===== config.mk =====
export PLATFORM = sky130hd
export DESIGN_NAME = bubsysrom_rom_loader
export DESIGN_NICKNAME = d
export VERILOG_FILES = /design/src/rtl/bubsysrom_pkg.sv /design/src/rtl/bubsysrom_rom_loader.sv
export SDC_FILE = /design/constraint.sdc
export NUM_CORES = 1
export LEC_CHECK = 0
export ABC_AREA = 1
export CELL_PAD_IN_SITES_DETAIL_PLACEMENT = 0
export CELL_PAD_IN_SITES_GLOBAL_PLACEMENT = 1
export CORE_AREA = 4 4 116 118
export CTS_CLUSTER_DIAMETER = 150
export CTS_CLUSTER_SIZE = 16
export DETAILED_ROUTE_END_ITERATION = 7
export DIE_AREA = 0 0 120 122
export PLACE_DENSITY_LB_ADDON = 0.1
export SKIP_CTS_REPAIR_TIMING = 1
export SYNTH_ARGS = -nofsm -noshare
export SYNTH_HDL_FRONTEND = slang
export SYNTH_SLANG_ARGS = --single-unit
export TNS_END_PERCENT = 20

===== constraint.sdc =====
create_clock -name i_EMU_MCLK -period 2.8 [get_ports i_EMU_MCLK]
set_clock_uncertainty 0.15 [all_clocks]
set_input_delay 0.42 -clock i_EMU_MCLK [delete_from_list [all_inputs] [get_ports i_EMU_MCLK]]
set_output_delay 0.42 -clock i_EMU_MCLK [all_outputs]
set_load 0.02 [all_outputs]

===== src/rtl/bubsysrom_pkg.sv =====
// -----------------------------------------------------------------------------
// bubsysrom_pkg
// Shared definitions for the Bubble System ROM loader:
//   loader_state_t    - loader FSM states
//   ROM_INDEX_DEFAULT - ioctl index that carries the ROM image
//   SDRAM_AW          - SDRAM word address width
//   wordAddr()        - maps an ioctl word offset onto the SDRAM word space
// -----------------------------------------------------------------------------
package bubsysrom_pkg;

  typedef enum logic [1:0] {
    ST_IDLE    = 2'd0,
    ST_HAVE_HI = 2'd1,
    ST_REQ     = 2'd2,
    ST_DONE    = 2'd3
  } loader_state_t;

  localparam logic [15:0] ROM_INDEX_DEFAULT = 16'h0000;
  localparam int          SDRAM_AW          = 24;

  // The sum is deliberately truncated to the SDRAM address width so an image
  // placed near the top of memory wraps around to address 0.
  function automatic logic [SDRAM_AW-1:0] wordAddr(
    input logic [SDRAM_AW-1:0] base,
    input logic [SDRAM_AW-1:0] wordOffset
  );
    return base + wordOffset;
  endfunction

endpackage


===== src/rtl/bubsysrom_rom_loader.sv =====
// -----------------------------------------------------------------------------
// bubsysrom_rom_loader
// Packs the byte stream of an ioctl ROM download into big-endian (68000 order)
// 16-bit SDRAM writes and flags when the whole image is in memory.
//
// Parameters
//   ROM_INDEX  - ioctl_index value treated as the ROM download
//   SDRAM_BASE - SDRAM word address that ioctl byte 0 lands on
//
// Ports
//   i_EMU_MCLK          clock (72 MHz), rising edge
//   i_EMU_INITRST       asynchronous active-high reset
//   i_IOCTL_INDEX       download image index
//   i_IOCTL_DOWNLOAD    download window active
//   i_IOCTL_ADDR        byte address
//   i_IOCTL_DATA        byte data
//   i_IOCTL_WR          one-cycle byte strobe
//   o_IOCTL_WAIT        stalls the ioctl source
//   o_SDRAM_WR_REQ      write request, held until acknowledged
//   o_SDRAM_ADDR        SDRAM word address
//   o_SDRAM_DATA        SDRAM write word
//   o_SDRAM_BE          byte enables {hi,lo}
//   i_SDRAM_WR_ACK      one-cycle write completion
//   o_ROM_DOWNLOAD_DONE ROM image fully written
//   o_CHECKSUM          16-bit sum of accepted ROM bytes
//                       (only when BUBSYSROM_LOADER_CHECKSUM_EN is defined)
// -----------------------------------------------------------------------------
module bubsysrom_rom_loader
  import bubsysrom_pkg::*;
#(
  parameter logic [15:0]         ROM_INDEX  = ROM_INDEX_DEFAULT,
  parameter logic [SDRAM_AW-1:0] SDRAM_BASE = 24'h000000
) (
  input  logic                i_EMU_MCLK,
  input  logic                i_EMU_INITRST,
  input  logic [15:0]         i_IOCTL_INDEX,
  input  logic                i_IOCTL_DOWNLOAD,
  input  logic [26:0]         i_IOCTL_ADDR,
  input  logic [7:0]          i_IOCTL_DATA,
  input  logic                i_IOCTL_WR,
  output logic                o_IOCTL_WAIT,
  output logic                o_SDRAM_WR_REQ,
  output logic [SDRAM_AW-1:0] o_SDRAM_ADDR,
  output logic [15:0]         o_SDRAM_DATA,
  output logic [1:0]          o_SDRAM_BE,
  input  logic                i_SDRAM_WR_ACK,
  output logic                o_ROM_DOWNLOAD_DONE
`ifdef BUBSYSROM_LOADER_CHECKSUM_EN
  ,
  output logic [15:0]         o_CHECKSUM
`endif
);

  loader_state_t r_state;
  loader_state_t w_nextState;

  logic                r_dlPrev;
  logic                r_dlEnded;
  logic [SDRAM_AW-1:0] r_addr;
  logic [15:0]         r_data;
  logic [1:0]          r_be;
  logic                r_pend;
  logic                r_pendOdd;
  logic [7:0]          r_pendData;
  logic [SDRAM_AW-1:0] r_pendAddr;

  logic                w_romDl;
  logic                w_accept;
  logic                w_rise;
  logic                w_fall;
  logic                w_dlEndedNow;
  logic                w_odd;
  logic [SDRAM_AW-1:0] w_wordAddr;
  logic                w_sameWord;
  logic                w_unused;

  assign w_romDl    = i_IOCTL_DOWNLOAD && (i_IOCTL_INDEX == ROM_INDEX);
  assign w_accept   = i_IOCTL_WR && w_romDl;
  assign w_rise     = w_romDl && !r_dlPrev;
  assign w_fall     = !w_romDl && r_dlPrev;
  // A stale "ended" flag must not count in the cycle a new download opens.
  assign w_dlEndedNow = (r_dlEnded && !w_rise) || w_fall;
  assign w_odd      = i_IOCTL_ADDR[0];
  assign w_wordAddr = wordAddr(SDRAM_BASE, i_IOCTL_ADDR[24:1]);
  assign w_sameWord = (w_wordAddr == r_addr);
  // Bits above the 16M-word space are architecturally ignored.
  assign w_unused   = ^i_IOCTL_ADDR[26:25];

  // Track the ROM download window so its opening and closing edges can be
  // seen; the "ended" flag remembers a close that happened while a write was
  // still in flight so DONE is reached once that write retires.
  always_ff @(posedge i_EMU_MCLK or posedge i_EMU_INITRST) begin
    if (i_EMU_INITRST) begin
      r_dlPrev  <= 1'b0;
      r_dlEnded <= 1'b0;
    end else begin
      r_dlPrev <= w_romDl;
      if (w_rise)
        r_dlEnded <= 1'b0;
      else if (w_fall)
        r_dlEnded <= 1'b1;
    end
  end

  // FSM state register.
  always_ff @(posedge i_EMU_MCLK or posedge i_EMU_INITRST) begin
    if (i_EMU_INITRST)
      r_state <= ST_IDLE;
    else
      r_state <= w_nextState;
  end

  // Next-state logic. A byte that cannot join the held high byte forces a
  // flush and is parked; after the ack it is treated as if it had just arrived
  // in IDLE, so an odd parked byte goes straight back to REQ rather than
  // masquerading as a high byte in HAVE_HI. A strobe in the very first cycle
  // of a new download is honoured even while leaving DONE.
  always_comb begin
    w_nextState = r_state;
    case (r_state)
      ST_IDLE: begin
        if (w_accept)
          w_nextState = w_odd ? ST_REQ : ST_HAVE_HI;
        else if (w_dlEndedNow)
          w_nextState = ST_DONE;
      end
      ST_HAVE_HI: begin
        if (w_accept || w_dlEndedNow)
          w_nextState = ST_REQ;
      end
      ST_REQ: begin
        if (i_SDRAM_WR_ACK) begin
          if (r_pend)
            w_nextState = r_pendOdd ? ST_REQ : ST_HAVE_HI;
          else if (w_dlEndedNow)
            w_nextState = ST_DONE;
          else
            w_nextState = ST_IDLE;
        end
      end
      ST_DONE: begin
        if (w_accept)
          w_nextState = w_odd ? ST_REQ : ST_HAVE_HI;
        else if (w_rise)
          w_nextState = ST_IDLE;
      end
      default: w_nextState = ST_IDLE;
    endcase
  end

  // FSM outputs. Wait covers the whole request plus any parked byte so the
  // source never presents a byte we have no room for.
  always_comb begin
    o_SDRAM_WR_REQ      = (r_state == ST_REQ);
    o_IOCTL_WAIT        = (r_state == ST_REQ) || r_pend;
    o_ROM_DOWNLOAD_DONE = (r_state == ST_DONE);
  end

  // Write datapath. Address, data and byte enables only change on the cycle
  // that enters REQ (or latches a high byte), so they are stable for the whole
  // request. In HAVE_HI the low data byte is always zero, so a flush only needs
  // its byte enables narrowed to the high lane.
  always_ff @(posedge i_EMU_MCLK or posedge i_EMU_INITRST) begin
    if (i_EMU_INITRST) begin
      r_addr     <= '0;
      r_data     <= '0;
      r_be       <= '0;
      r_pend     <= 1'b0;
      r_pendOdd  <= 1'b0;
      r_pendData <= '0;
      r_pendAddr <= '0;
    end else begin
      case (r_state)
        ST_IDLE, ST_DONE: begin
          if (w_accept) begin
            r_addr <= w_wordAddr;
            if (w_odd) begin
              r_data <= {8'h00, i_IOCTL_DATA};
              r_be   <= 2'b01;
            end else begin
              r_data <= {i_IOCTL_DATA, 8'h00};
              r_be   <= 2'b10;
            end
          end
        end
        ST_HAVE_HI: begin
          if (w_accept) begin
            if (w_odd && w_sameWord) begin
              r_data[7:0] <= i_IOCTL_DATA;
              r_be        <= 2'b11;
            end else begin
              r_be       <= 2'b10;
              r_pend     <= 1'b1;
              r_pendOdd  <= w_odd;
              r_pendData <= i_IOCTL_DATA;
              r_pendAddr <= w_wordAddr;
            end
          end else if (w_dlEndedNow) begin
            r_be <= 2'b10;
          end
        end
        ST_REQ: begin
          if (i_SDRAM_WR_ACK && r_pend) begin
            r_pend <= 1'b0;
            r_addr <= r_pendAddr;
            if (r_pendOdd) begin
              r_data <= {8'h00, r_pendData};
              r_be   <= 2'b01;
            end else begin
              r_data <= {r_pendData, 8'h00};
              r_be   <= 2'b10;
            end
          end
        end
        default: ;
      endcase
    end
  end

  assign o_SDRAM_ADDR = r_addr;
  assign o_SDRAM_DATA = r_data;
  assign o_SDRAM_BE   = r_be;

`ifdef BUBSYSROM_LOADER_CHECKSUM_EN
  logic [15:0] r_checksum;

  // Running sum of accepted ROM bytes, restarted whenever a new download opens
  // (including a byte that arrives in that same opening cycle).
  always_ff @(posedge i_EMU_MCLK or posedge i_EMU_INITRST) begin
    if (i_EMU_INITRST)
      r_checksum <= '0;
    else if (w_rise)
      r_checksum <= w_accept ? {8'h00, i_IOCTL_DATA} : 16'h0000;
    else if (w_accept)
      r_checksum <= r_checksum + {8'h00, i_IOCTL_DATA};
  end

  assign o_CHECKSUM = r_checksum;
`endif

endmodule


Word level (Yosys, flattened, before mapping)
Index checks and enable logic that the tools add are counted.
- output and inout bits: 45
- register bits: 80
- logic and storage cells: 87
- input port bits: 56
- reductions and logical operators: 25
- bitwise operators: 1
- equality and inequality tests: 14
- multiplexer cells: 36
- operators with widths (cell ; count):
    16-bit 2-to-1 mux ; 4
    24-bit 2-to-1 mux ; 2
    24-bit case mux with 2 select lines ; 1
    2-bit 2-to-1 mux ; 16
    24-bit == test ; 1
    8-bit case mux with 3 select lines ; 1
    16-bit logical NOT ; 1
    8-bit 2-to-1 mux ; 2
    8-bit case mux with 2 select lines ; 1
    4-bit AND reduction ; 3
    2-bit inequality test (second input constant) ; 5
    3-bit AND reduction ; 3
    2-bit case mux with 4 select lines ; 1
    1-bit logical AND ; 7
    1-bit 2-to-1 mux ; 6
    3-bit inequality test (second input constant) ; 2
    2-bit case mux with 3 select lines ; 1
    2-bit nonzero test ; 3
    2-bit == test (second input constant) ; 2
    2-bit by 1-bit inequality test with 1-bit output (second input constant) ; 2
    1-bit logical NOT ; 3
    1-bit logical OR ; 3
    3-bit by 1-bit inequality test with 1-bit output (second input constant) ; 1
    2-bit by 1-bit == test with 1-bit output (second input constant) ; 1
    other kinds (4) ; 4

Logic depth before layout (Yosys ltp)
Gate-level depths: netlist of run 1.
- word-level depth: 10
- gate-level depth with buffers: 14
- mapped depth without buffers: 14

Worst setup path before layout of run 1
OpenSTA, ideal clock, no wires.
- path type: input to register
- start: in i_IOCTL_INDEX[1]
- end: reg r_state[1]
- buffers on the path: 0
- setup slack: 0.765 ns
- cell stages on the path: 13
- required time: 2.523 ns
- setup time: 0.127 ns
- data arrival time: 1.758 ns
- cell sequence: or2_4 -> nor2_4 -> nand3_1 -> inv_1 -> ha_1 -> inv_1 -> a21oi_1 -> a22o_1 -> nand2_1 -> nand2_1 -> nor2_1 -> nand3_1 -> o21ai_0
- longest elaborated chain between the ends: 10
- elaborated cells on any way between the ends: 20
- those cells by class: eq/ne (3); mux (6); reduce/logical (11)
- RTL lines (element ; RTL line ; RTL):
    start, declared ; bubsysrom_rom_loader.sv:36 ; input logic [15:0] i_IOCTL_INDEX,
    16-bit logical NOT * ; bubsysrom_rom_loader.sv:77 ; assign w_romDl = i_IOCTL_DOWNLOAD && (i_IOCTL_INDEX == ROM_INDEX);
    1-bit logical AND * ; bubsysrom_rom_loader.sv:77 ;
    named net w_romDl ; bubsysrom_rom_loader.sv:67 ; logic w_romDl;
    1-bit logical AND ; bubsysrom_rom_loader.sv:79 ; assign w_rise = w_romDl && !r_dlPrev;
    1-bit logical NOT ; bubsysrom_rom_loader.sv:82 ; assign w_dlEndedNow = (r_dlEnded && !w_rise) || w_fall;
    1-bit logical AND ; bubsysrom_rom_loader.sv:82 ;
    1-bit logical OR ; bubsysrom_rom_loader.sv:82 ;
    2-bit 2-to-1 mux ; bubsysrom_rom_loader.sv:135 ; else if (w_dlEndedNow)
    2-bit 2-to-1 mux ; bubsysrom_rom_loader.sv:133 ; if (r_pend)
    2-bit 2-to-1 mux ; bubsysrom_rom_loader.sv:132 ; if (i_SDRAM_WR_ACK) begin
    2-bit case mux with 4 select lines ; bubsysrom_rom_loader.sv:120 ; case (r_state)
    end signal, assigned ; bubsysrom_rom_loader.sv:110 ; r_state <= w_nextState;
    end, declared ; bubsysrom_rom_loader.sv:54 ; loader_state_t r_state;
The timed path passes the listed nets; every way through them passes the cells marked *. The select of a mux whose other input is x is not followed.
A chain may end at the register's enable or synchronous reset.

Worst setup path in the final report of run 1
- start: reg r_state[0]
- end: out o_IOCTL_WAIT
- longest elaborated chain between the ends: 2
- RTL lines (element ; RTL line ; RTL):
    2-bit == test ; bubsysrom_rom_loader.sv:155 ; o_IOCTL_WAIT = (r_state == ST_REQ) || r_pend;
    1-bit logical OR ; bubsysrom_rom_loader.sv:155 ;
    end, declared ; bubsysrom_rom_loader.sv:41 ; output logic o_IOCTL_WAIT,
No other way between the ends.

==> flow_summary.ini, run 1 <==
[grt]
grt-ovfl-total = 0
grt_pass1_wl_um = 20400
grt_pass1_vias = 4141
gr-usage-all-layers = 0.175
antenna_found_initial = 0
grt_max_degree = 67

[timing]
final.period_utilization = 0.899
rsz0062_at_grt = no
fin_tns_setup_ns = 0
tightestPinTransition_ns = 0.559
slew_headroom = 0.625
setup_viol = 0
hold_violations = 0
fmax_ghz = 0.397
hold_ws_ns = 0.173
slew_violations = 0
period_minus_slack_ns = 2.52

[clock_tree]
cts-root-buf = clkbuf_16
htreeDepth = 3
cts_tree = yes
cts_made_buffers = 9
clockBufferDepth = 2
clkLatencyLatePin_ns = 0.35
cts_sinks = 80
clkTransAtPathRegs_ns = 0.07

[power]
p_per_area_nw_per_um2 = 985
comb_power_share = 0.530
p_sw_frac = 0.442
leakagePower_nw = 2.87
switching_power_mw = 2.62
internal_power_mw = 3.30
seq_power_share = 0.278
ir_drop_v = 0.000441
clockPowerShare = 0.192

[worst_hold_path]
hold_path.class = in2async

[place]
place_congestion = 0.796
port_buffers = 98
dpl_cell_area_um2 = 5730
dp_hpwl_um = 8930
dp_cells = 867

[die]
die_area_um2 = 14600
coreArea_um2 = 12500
rows = 41
initial_core_util = 0.364
die_x_um = 120
fp.dieH_um = 122
io_pins = 101

[worst_setup_path]
critPathRequiredTime_ns = 2.23
path_max_fanout = 5
cp_data_arrival_time_ns = 1.95
end_kind = primary output
cp-start-kind = flip-flop
crit_type = reg2out

[synthesis]
synth_area_leaders = dfrtp_1 44%, nand2_1 19%, inv_1 6.6%, o21ai_2 4.4%, o21ai_0 3.8%
synth_top_area_share = 0.442
post-synth-top-count-cell = nand2_1
yosysWarnings = 0
synth_top_area_cell = dfrtp_1
ys.flop_type = dfrtp_1
synth_seq_cells = 80
async_flop_share = 1.00
synth_seq_area_share = 0.442
synthDistinctLibCells = 35
ys_top_cells_by_count = 224 x nand2_1, 80 x dfrtp_1, 80 x inv_1
synth_edf_count = 0
syn_area_per_cell_um2 = 7.47
syn_inst = 607
synth_fp_nets = 670
syn_area_um2 = 4530

[detailed_routing]
via_count = 4026
routed_wl_um = 11900
viasPerCell = 4.56
route.antenna.remaining_nets = 0
drc = 0
drt_pass1_iterations = 4
wire_per_inst_um = 13.4
drt-initial-drc-count = 299

[finish]
final_area_um2 = 6010
drive_above_1_share = 0.0886
diodes = 0
synthToLayoutAreaGrowth_pct = 32.5
finalNetCount = 769
layout.cells.non_filler = 883
final_core_util = 0.482

[outcome]
status = finished, final reports clean

[run]
max_cap_violations = 0
[worst max-delay path, cell delays in order (launching register included)]
cell and delay (ns):
dfrtp_1 0.40, inv_1 0.13, ha_1 0.24, inv_1 0.13, nand2_1 0.10, clkdlybuf4s50_1 0.60
[metrics by stage]
stage | total power, mW | worst slack, ns
2_1_floorplan | 3.64 | 0.178
4_1_cts | 6.02 | 0.245
3_5_place_dp | 4.84 | 0.151
6_report | 5.92 | 0.282
5_1_grt | 6.43 | 0.156
3_3_place_gp | 4.81 | 0.190
[metal layers]
layer	part of all wire	GRT usage	wire (um)	up-vias
li1	-	-	-	2108
met1	0.47	0.229	5570	1840
met2	0.48	0.288	5740	67
met3	0.031	0.0399	369	11
met4	0.015	0.0587	183	0
met5	0	0	0	-
[worst paths after layout]
kind                            startpoint               to  slack [ns]  cells after the start
setup / recovery                r_state[0]     o_IOCTL_WAIT        0.28                      5
hold / removal               i_EMU_INITRST    o_SDRAM_BE[1]        0.17                      2
setup reg to reg                r_state[0]  o_SDRAM_DATA[6]        0.68                      9
hold reg to reg            o_SDRAM_DATA[7]  o_SDRAM_DATA[7]        0.32                      2
max in group asynchronous    i_EMU_INITRST  o_SDRAM_ADDR[6]        1.68                      3
min in group i_EMU_MCLK    o_SDRAM_DATA[7]  o_SDRAM_DATA[7]        0.32                      2
[cell usage in the layout (no fill, tap or decap), drive strengths merged, types with 5 or more instances in the layout]
cell and n:
clkdlybuf4s50 98, o32ai 5, inv 82, a21oi 5
nand3 22, o22ai 11, buf 9, nand4 7
clkbuf 11, o21ai 83, ha 7, nand2 229
dfrtp 80, nor2 41
[area by class of cell]
type,instances,area [um2]
Clock buffer,11,243
Clock inverter,5,40.0
Fill cell,1264,6460
Inverter,82,312
Multi-Input combinational cell,426,2090
Sequential cell,80,2000
Tap cell,172,215
Timing Repair Buffer,107,1110
[state kept, by name (all words and copies together), names as in the netlist]
register,count
o_SDRAM_ADDR,24
o_SDRAM_DATA,16
r_pend,1
r_pendData,8
r_pendOdd,1
r_dlEnded,1
r_state,2
o_SDRAM_BE,2
r_pendAddr,24
r_dlPrev,1
[power by group through the flow]
stage | registers [mW] | clock network, mW | logic [mW]
2_1_floorplan | 1.93 | 0 | 1.71
3_3_place_gp | 1.66 | 0 | 3.15
3_5_place_dp | 1.67 | 0 | 3.18
4_1_cts | 1.65 | 1.17 | 3.19
5_1_grt | 1.69 | 1.22 | 3.52
6_report | 1.65 | 1.13 | 3.14
[cells by family after synthesis]
kind of cell / after synthesis / share of synthesized area
adders and majority gates: 7 / 0.0193
xor gates and xnor gates: 6 / 0.0116
buffers and inverters: 101 / 0.0991
DFF: 80 / 0.442
and+or+nand+nor: 307 / 0.282
AOI/OAI and AO/OA: 106 / 0.147
Power figures use the tool's default switching activity.
==> inputs of run 2 (changes only) <==
--- a/config.mk
+++ b/config.mk
@@ -13,6 +13,7 @@
 export CTS_CLUSTER_SIZE = 16
 export DETAILED_ROUTE_END_ITERATION = 7
 export DIE_AREA = 0 0 120 122
+export GPL_ROUTABILITY_DRIVEN = 1
 export PLACE_DENSITY_LB_ADDON = 0.1
 export SKIP_CTS_REPAIR_TIMING = 1
 export SYNTH_ARGS = -nofsm -noshare
==> results of run 2 <==
The final DEF is identical to that of run 1; final timing and power are the same.
==> inputs of run 3 (changes only) <==
--- a/config.mk
+++ b/config.mk
@@ -6,15 +6,13 @@
 export NUM_CORES = 1
 export LEC_CHECK = 0
 export ABC_AREA = 1
-export CELL_PAD_IN_SITES_DETAIL_PLACEMENT = 0
-export CELL_PAD_IN_SITES_GLOBAL_PLACEMENT = 1
-export CORE_AREA = 4 4 116 118
+export CORE_AREA = 4 4 106 108
 export CTS_CLUSTER_DIAMETER = 150
 export CTS_CLUSTER_SIZE = 16
 export DETAILED_ROUTE_END_ITERATION = 7
-export DIE_AREA = 0 0 120 122
+export DIE_AREA = 0 0 110 112
 export GPL_ROUTABILITY_DRIVEN = 1
-export PLACE_DENSITY_LB_ADDON = 0.1
+export PLACE_DENSITY = 0.71
 export SKIP_CTS_REPAIR_TIMING = 1
 export SYNTH_ARGS = -nofsm -noshare
 export SYNTH_HDL_FRONTEND = slang
==> run 3 against run 2 <==
Via count increased by 2.8%. Critical endpoint unchanged. Design area decreased by 2.7%. Highest routed layer unchanged. Largest power group unchanged. Non-clock buffer count decreased by 1. Global-route usage increased by 2.2 points.
==> flow_summary.ini, run 3 (same netlist as run 1, synthesis figures left out) <==
[detailed_routing]
drc = 0
wire_per_inst_um = 13.6
drt-initial-drc-count = 219
route.antenna.remaining_nets = 0
viasPerCell = 4.89
routed_wl_um = 11500
via_count = 4140
drt_pass1_iterations = 4

[place]
port_buffers = 98
place_congestion = 0.874
dp_hpwl_um = 8630

[die]
coreArea_um2 = 10200
rows = 37
fp.dieH_um = 112
io_pins = 101
die_area_um2 = 12300
die_x_um = 110
initial_core_util = 0.443

[power]
seq_power_share = 0.297
switching_power_mw = 2.53
p_per_area_nw_per_um2 = 948
comb_power_share = 0.562
clockPowerShare = 0.141
leakagePower_nw = 2.81
ir_drop_v = 0.000453
p_sw_frac = 0.457
internal_power_mw = 3.01

[timing]
fmax_ghz = 0.386
hold_violations = 0
tightestPinTransition_ns = 0.695
slew_headroom = 0.536
setup_viol = 0
fin_tns_setup_ns = 0
final.period_utilization = 0.925
slew_violations = 0
rsz0062_at_grt = no
hold_ws_ns = 0.324
period_minus_slack_ns = 2.59

[finish]
diodes = 0
drive_above_1_share = 0.0873
finalNetCount = 768
seq_area_um2 = 2000
synthToLayoutAreaGrowth_pct = 29.0
final_cell_mix = 223 x nand2_1, 98 x clkdlybuf4s50_1, 80 x dfrtp_1
fillers = 929
final_common_cell = nand2_1
multi_input_area_um2 = 2090

[run]
max_cap_violations = 0

[outcome]
status = finished, final reports clean

[worst_setup_path]
cp_data_arrival_time_ns = 2.02
crit_type = reg2out
path_max_fanout = 7
critPathRequiredTime_ns = 2.23
end_kind = primary output
cp-start-kind = flip-flop
regToRegSetupSlack_ns = 0.70

[clock_tree]
clockBufferDepth = 2
cts-root-buf = clkbuf_8
cts_made_buffers = 9
cts_sinks = 80
clkLatencyLatePin_ns = 0.36
htreeDepth = 3
cts_tree = yes
clkTransAtPathRegs_ns = 0.08

[grt]
grt_pass1_wl_um = 19500
grt_max_degree = 49
antenna_found_initial = 0
gr-usage-all-layers = 0.197
grt-ovfl-total = 0
grt_pass1_vias = 4187

[worst_hold_path]
hold_path.class = reg2reg
==> run 3: changes by cell type in the layout (fill, tap and decap cells not counted), sizes merged <==
cell	change
clkinvlp	-1
clkinv	-1
clkbuf	+1
inv	+1
buf	-1
==> run 3: worst paths after layout <==
path                                   from                to  cells past startpoint
max                              r_state[0]      o_IOCTL_WAIT                      5
min                         o_SDRAM_DATA[3]   o_SDRAM_DATA[3]                      2
max reg2reg                o_SDRAM_ADDR[22]     r_pendAddr[7]                     10
min reg2reg                 o_SDRAM_DATA[3]   o_SDRAM_DATA[3]                      2
max in group asynchronous     i_EMU_INITRST  o_SDRAM_DATA[13]                      3
min in group asynchronous     i_EMU_INITRST         r_dlEnded                      2
==> run 3: stage by stage <==
| stage | cells | area, um2 | setup slack (ns) | total power, mW | util |
|---|---|---|---|---|---|
| after global routing | 846 | 5850 | 0.110 | 6.01 | 0.572 |
| after detailed placement | 830 | 5670 | 0.142 | 4.78 | 0.554 |
| after floorplan | 607 | 4530 | 0.178 | 3.64 | - |
| after CTS | 846 | 5850 | 0.0942 | 5.57 | 0.571 |
| final | 846 | 5850 | 0.209 | 5.54 | 0.572 |
| after global placement | 830 | 5670 | 0.209 | 4.72 | 0.554 |
==> run 3: area by class of cell <==
class | instances | share of cell area
clock buffers | 12 | 0.0248
flip-flops and latches | 80 | 0.342
clock inverters | 4 | 0.00492
well taps | 136 | 0.0291
repair buffers | 106 | 0.189
inverters | 82 | 0.0531
multi-input cells | 426 | 0.357
==> run 3: power by group through the flow <==
stage | clock, mW | combinational (mW) | sequential, mW
final | 0.779 | 3.12 | 1.65
after global routing | 0.859 | 3.46 | 1.69
after CTS | 0.795 | 3.13 | 1.65
after detailed placement | 0 | 3.11 | 1.67
after global placement | 0 | 3.06 | 1.66
after floorplan | 0 | 1.71 | 1.93
==> run 3: worst max-delay path, cell delays in order, from the launching register on <==
cell and delay [ns]:
dfrtp_1 0.40, inv_1 0.15, ha_2 0.29, inv_1 0.13
nand2_1 0.09, clkdlybuf4s50_1 0.61
==> run 3: metal layers <==
layer / wire (um) / global-route usage / up-vias
met5: 0 / 0 / -
met4: 176 / 0.0648 / 0
met3: 694 / 0.0441 / 15
met2: 5540 / 0.322 / 100
met1: 5130 / 0.257 / 1916
li1: - / - / 2109
